[src/rtl/mdu_iter.sv]
// Iterative radix-2 multiply / restoring divide unit with valid/ready handshake and flush.
// Optional MDU_ZERO_BYPASS_EN: zero-operand MUL-class and divide-by-zero ops finish one cycle after accept.
module mdu_iter #(
  parameter int WIDTH = 32,
  parameter int TAG_W = 5
) (
  input  logic             clk,
  input  logic             resetn,
  input  logic             flush,
  input  logic             in_valid,
  output logic             in_ready,
  input  logic [2:0]       in_op,
  input  logic [WIDTH-1:0] in_src1,
  input  logic [WIDTH-1:0] in_src2,
  input  logic [TAG_W-1:0] in_tag,
  output logic             out_valid,
  input  logic             out_ready,
  output logic [WIDTH-1:0] out_result,
  output logic [TAG_W-1:0] out_tag,
  output logic             out_divzero
);
  localparam int CW = $clog2(WIDTH);
  localparam logic [CW-1:0] LAST = CW'(WIDTH - 1);

  typedef enum logic [1:0] {S_IDLE, S_BUSY, S_DONE} state_t;
  state_t r_state, w_state_next;

  logic [CW-1:0]    r_cnt;
  logic [2:0]       r_op;
  logic [TAG_W-1:0] r_tag;
  logic [WIDTH-1:0] r_a, r_hi, r_lo, r_result;
  logic             r_neg_res, r_neg_rem, r_divzero;

  logic             w_accept, w_last, w_bypass;
  logic             w_in_div, w_in_signed, w_s1, w_s2, w_in_dz;
  logic [WIDTH-1:0] w_m1, w_m2;

  // Operand magnitudes; the most negative value maps to 2^(WIDTH-1) as unsigned.
  assign w_in_div    = (in_op >= 3'd3) && (in_op <= 3'd6);
  assign w_in_signed = (in_op == 3'd0) || (in_op == 3'd1) || (in_op == 3'd3) || (in_op == 3'd5);
  assign w_s1        = w_in_signed & in_src1[WIDTH-1];
  assign w_s2        = w_in_signed & in_src2[WIDTH-1];
  assign w_m1        = w_s1 ? -in_src1 : in_src1;
  assign w_m2        = w_s2 ? -in_src2 : in_src2;
  assign w_in_dz     = w_in_div && (in_src2 == '0);

`ifdef MDU_ZERO_BYPASS_EN
  logic [WIDTH-1:0] w_byp_result;
  assign w_bypass = w_in_dz ||
                    ((in_op <= 3'd2) && ((in_src1 == '0) || (in_src2 == '0)));
  assign w_byp_result = w_in_dz ? (((in_op == 3'd3) || (in_op == 3'd4)) ? '1 : in_src1) : '0;
`else
  assign w_bypass = 1'b0;
`endif

  // Shared iteration: r_hi is product-high / remainder, r_lo is multiplier / quotient.
  logic             w_is_div, w_ge;
  logic [WIDTH:0]   w_sum;
  logic [WIDTH-1:0] w_shift, w_trial, w_hi_next, w_lo_next;
  logic [2*WIDTH-1:0] w_prod, w_prod_s;
  logic [WIDTH-1:0] w_quo_s, w_rem_s, w_result;

  assign w_is_div  = (r_op >= 3'd3) && (r_op <= 3'd6);
  assign w_sum     = r_lo[0] ? ({1'b0, r_hi} + {1'b0, r_a}) : {1'b0, r_hi};
  assign w_shift   = {r_hi[WIDTH-2:0], r_lo[WIDTH-1]};
  assign w_trial   = w_shift - r_a;
  assign w_ge      = {r_hi[WIDTH-1], w_shift} >= {1'b0, r_a};
  assign w_hi_next = w_is_div ? (w_ge ? w_trial : w_shift) : w_sum[WIDTH:1];
  assign w_lo_next = w_is_div ? {r_lo[WIDTH-2:0], w_ge} : {w_sum[0], r_lo[WIDTH-1:1]};

  assign w_prod    = {w_hi_next, w_lo_next};
  assign w_prod_s  = r_neg_res ? -w_prod : w_prod;
  assign w_quo_s   = r_neg_res ? -w_lo_next : w_lo_next;
  assign w_rem_s   = r_neg_rem ? -w_hi_next : w_hi_next;
  assign w_last    = (r_cnt == LAST);

  always_comb begin
    w_result = '0;
    case (r_op)
      3'd0:       w_result = w_prod_s[WIDTH-1:0];
      3'd1, 3'd2: w_result = w_prod_s[2*WIDTH-1:WIDTH];
      3'd3, 3'd4: w_result = r_divzero ? '1 : w_quo_s;
      3'd5, 3'd6: w_result = w_rem_s;
      default:    w_result = '0;
    endcase
  end

  always_ff @(posedge clk) begin
    if (!resetn) r_state <= S_IDLE;
    else         r_state <= w_state_next;
  end

  always_comb begin
    w_state_next = r_state;
    w_accept     = 1'b0;
    case (r_state)
      S_IDLE: if (in_valid && !flush) begin
        w_accept     = 1'b1;
        w_state_next = w_bypass ? S_DONE : S_BUSY;
      end
      S_BUSY:  if (w_last) w_state_next = S_DONE;
      S_DONE:  if (out_ready) w_state_next = S_IDLE;
      default: w_state_next = S_IDLE;
    endcase
    if (flush) w_state_next = S_IDLE;
  end

  always_ff @(posedge clk) begin
    if (!resetn) begin
      r_cnt <= '0; r_op <= '0; r_tag <= '0; r_a <= '0; r_hi <= '0; r_lo <= '0;
      r_result <= '0; r_neg_res <= 1'b0; r_neg_rem <= 1'b0; r_divzero <= 1'b0;
    end else if (flush) begin
      r_cnt <= '0;
    end else if (w_accept) begin
      r_cnt     <= '0;
      r_op      <= in_op;
      r_tag     <= in_tag;
      r_hi      <= '0;
      r_a       <= w_in_div ? w_m2 : w_m1;
      r_lo      <= w_in_div ? w_m1 : w_m2;
      r_neg_res <= w_s1 ^ w_s2;
      r_neg_rem <= w_s1;
      r_divzero <= w_in_dz;
`ifdef MDU_ZERO_BYPASS_EN
      if (w_bypass) r_result <= w_byp_result;
`endif
    end else if (r_state == S_BUSY) begin
      r_hi  <= w_hi_next;
      r_lo  <= w_lo_next;
      r_cnt <= w_last ? '0 : r_cnt + 1'b1;
      if (w_last) r_result <= w_result;
    end
  end

  assign in_ready    = (r_state == S_IDLE);
  assign out_valid   = (r_state == S_DONE);
  assign out_result  = r_result;
  assign out_tag     = r_tag;
  assign out_divzero = r_divzero;
endmodule

[config.mk]
export PLATFORM = sky130hd
export DESIGN_NAME = mdu_iter
export DESIGN_NICKNAME = d
export VERILOG_FILES = /design/src/rtl/mdu_iter.sv
export SDC_FILE = /design/constraint.sdc
export NUM_CORES = 1
export LEC_CHECK = 0
export CAP_MARGIN = 20
export CORE_MARGIN = 8
export CORE_UTILIZATION = 35
export DETAILED_ROUTE_END_ITERATION = 16
export PLACE_DENSITY = 0.51
export SLEW_MARGIN = 20
export SYNTH_ARGS = -nofsm -noshare
export SYNTH_HDL_FRONTEND = slang
export SYNTH_SLANG_ARGS = --single-unit
[constraint.sdc]
create_clock -name clk -period 8.4 [get_ports clk]
set_input_delay 2.1 -clock clk [delete_from_list [all_inputs] [get_ports clk]]
set_output_delay 2.1 -clock clk [all_outputs]
set_load 0.02 [all_outputs]
==> results.tsv <==
metric	value	unit
portBuffers	116	
start_util	0.354	
rows	77	
cpPeakStageDelay	0.78	ns
first_pass_iters	6	
place.gp.congestion	0.989	
grt_max_degree	79	
critPathKind	in -> reg	
timing.rr.end	out_result[30]	
synth_compound_area_frac	0.334	
drt-total-wl	71.0	mm
syn_area	15600	µm²
ant_nets	0	
worstSkewPairLatency	0.47	ns
dp.cells	2834	
ys_warn_count	0	
cts.clk_slew.worst_paths	0.07	ns
crit_path_end_kind	flip-flop	
area_growth	14.3	%
grt_pass1_vias	16666	
synthAdderAreaFrac	0.0593	
layout_commonest_cell	nand2_1	
r2r_slack	2.38	ns
antenna_found_initial	0	
cts.sinks	146	
drcViolationCount	0	
synth_edf_count	0	
yosysSeqAreaShare	0.187	
synth_simple_gate_area_share	0.250	
finalPower	2.53	mW
whs_path_depth	2	
finalMaxSlewViolations	0	
vias	17583	
grt.total_usage	0.269	
drtIter0Drc	1648	
crit_arrival	6.37	ns
maxSlewHeadroom	0.205	
multi_input_area	11900	µm²
nNetsFinal	2410	
hold_path.startpoint	out_result[13]	
ys_ff_latch	146	
synth_top_family_by_area	compound AO/OA/AOI/OAI gates	
rsz0062_at_grt	false	
clock_skew	0.0121	ns
cts_hold_repair.buffers	0	
die_y	227	µm
syn_inst	2233	
overflow	0	
finalSetupTns	0	ns
status	finished clean	
ff2ff_path_depth	19	
root_buffer	clkbuf_16	
finalCritPeriodShare	0.722	
fin_area	17900	µm²
worstPathCellList	clkdlybuf4s50_1 -> inv_1 -> ha_1 -> nand2_1 -> nor4_1 -> nand2_1 -> nor4_1 -> nand2_1 -> or4_1 -> o21ai_0 -> xor2_1 -> nor2_1 -> a211oi_1 -> a211oi_1	
cts_buffer_depth	2	
synth_ff_type	dfxtp_1	
postCtsResizedCells	0	
setup_violations	0	
coreArea	44100	µm²
io_pins	117	
cp.required	8.71	ns
final_cell_mix	250 x nand2_1, 248 x nor2_1, 244 x a21oi_1	
viasPerCell	6.14	
cp_max_fo	5	
syn_area_per_cell	7.00	µm²
crit_top_cell	nand2_1	
regArea	2920	µm²
grt_pass1_wl	105	mm
period_needed	6.06	ns
layout-drive-gt1-share	0.0598	
cts_tree	yes	
max-vdd-ir-drop	0.145	mV
htree_levels	4	
hold_viol	0	
fmax	165	MHz
synth_async_sr_flop_share	0	
r2r-start	r_a[24]	
diodes	0	
dpl.hpwl	55.4	mm
die-area	51600	µm²
max_cap_violations	0	
hold_path_end	out_result[13]	
worst_slew_pin_slew	1.18	ns
synthDistinctLibCells	100	
synth_nets	2382	
start_kind	primary input	
stdcell_count	2866	
die_w	227	µm
placed_area	17300	µm²
min_path_type	reg -> reg	
cp_slowest_cell	a211oi_1	
wl_per_cell	24.8	µm
cts_buffers	17	
cellPowerDensity	142	nW/µm²
num-fill-cells	4811	
synth_xor_area_frac	0.0841	
synth.area.mux_share	0.0321	
cts_setup_buffers	0	
leakage	6.82	nW
-- layout make-up --
cell class / instances / area share
multi-input cells: 1878 / 0.668
repair buffers: 152 / 0.0802
clock inverters: 11 / 0.00701
flip-flops and latches: 146 / 0.164
inverters: 66 / 0.0139
well taps: 592 / 0.0415
clock buffers: 21 / 0.0258
-- worst max-delay path by stage --
stage	start	to	slack, ns	cells past startpoint
after floorplan	r_op[2]	out_result[30]	3.20	22
after global placement	in_src2[0]	r_a[28]	1.95	14
after detailed placement	in_src2[0]	r_a[28]	1.94	14
after CTS	in_src2[0]	r_a[28]	2.42	14
after global routing	r_a[24]	out_result[30]	2.00	19
final	in_src2[0]	r_a[28]	2.34	14
-- power breakdown --
group          internal (mW)  switching, mW  leakage (nW)
Combinational          0.329          0.652          5.35
Clock                  0.454          0.345         0.284
Sequential             0.718         0.0357          1.19
-- Yosys cell counts (33+ instances only) --
master / n / share of area
clkbuf_1: 113 / 0.027
nand3_1: 45 / 0.014
o21ai_0: 127 / 0.041
ha_1: 70 / 0.056
a31oi_1: 41 / 0.016
xor2_1: 57 / 0.032
inv_1: 64 / 0.015
a21oi_1: 245 / 0.078
mux2i_1: 49 / 0.031
a211oi_1: 36 / 0.017
nor3_1: 53 / 0.017
xnor2_1: 93 / 0.052
a22oi_1: 36 / 0.017
nand2_1: 251 / 0.060
nor2_1: 251 / 0.060
dfxtp_1: 146 / 0.19
o31ai_1: 33 / 0.016
o211ai_1: 54 / 0.026
-- stage by stage --
step	utilization	hold WS (ns)	worst slack (ns)
after CTS	0.405	0.455	2.42
final	0.405	0.452	2.34
after detailed placement	0.391	0.446	1.94
after floorplan	-	0.449	3.20
after global routing	0.405	0.474	2.00
after global placement	0.391	0.442	1.95
-- flip-flops by register name (all words and copies together), names as in the netlist, 2 cells and up --
name / cells
r_a: 32
r_cnt: 5
r_state: 2
r_hi: 32
out_result: 32
r_lo: 32
r_op: 3
out_tag: 5
-- layer usage --
metal	GRT usage	part of all wire	up-vias
met4	0.117	0.040	0
met5	0	0	-
li1	-	-	8326
met3	0.0403	0.071	131
met2	0.426	0.45	771
met1	0.360	0.44	8355
-- critical path, delay by kind of cell --
| family | cells | cell delay, ns |
|---|---|---|
| adders and majority gates | 1 | 0.16 |
| buffers and inverters | 2 | 0.61 |
| xor gates and xnor gates | 1 | 0.20 |
| AOI/OAI and AO/OA | 3 | 1.09 |
| and+or+nand+nor | 7 | 2.19 |
-- kinds of logic (layout without fill, tap and decap cells) --
kind of cell / after synthesis / count (layout)
adder cells (fa/ha/maj): 73 / 73
XOR/XNOR: 150 / 150
buffers and inverters: 209 / 250
AND/OR/NAND/NOR: 816 / 816
flip-flops: 146 / 146
multiplexers: 50 / 50
AO/OA/AOI/OAI: 789 / 789
Power figures use the tool's default switching activity.
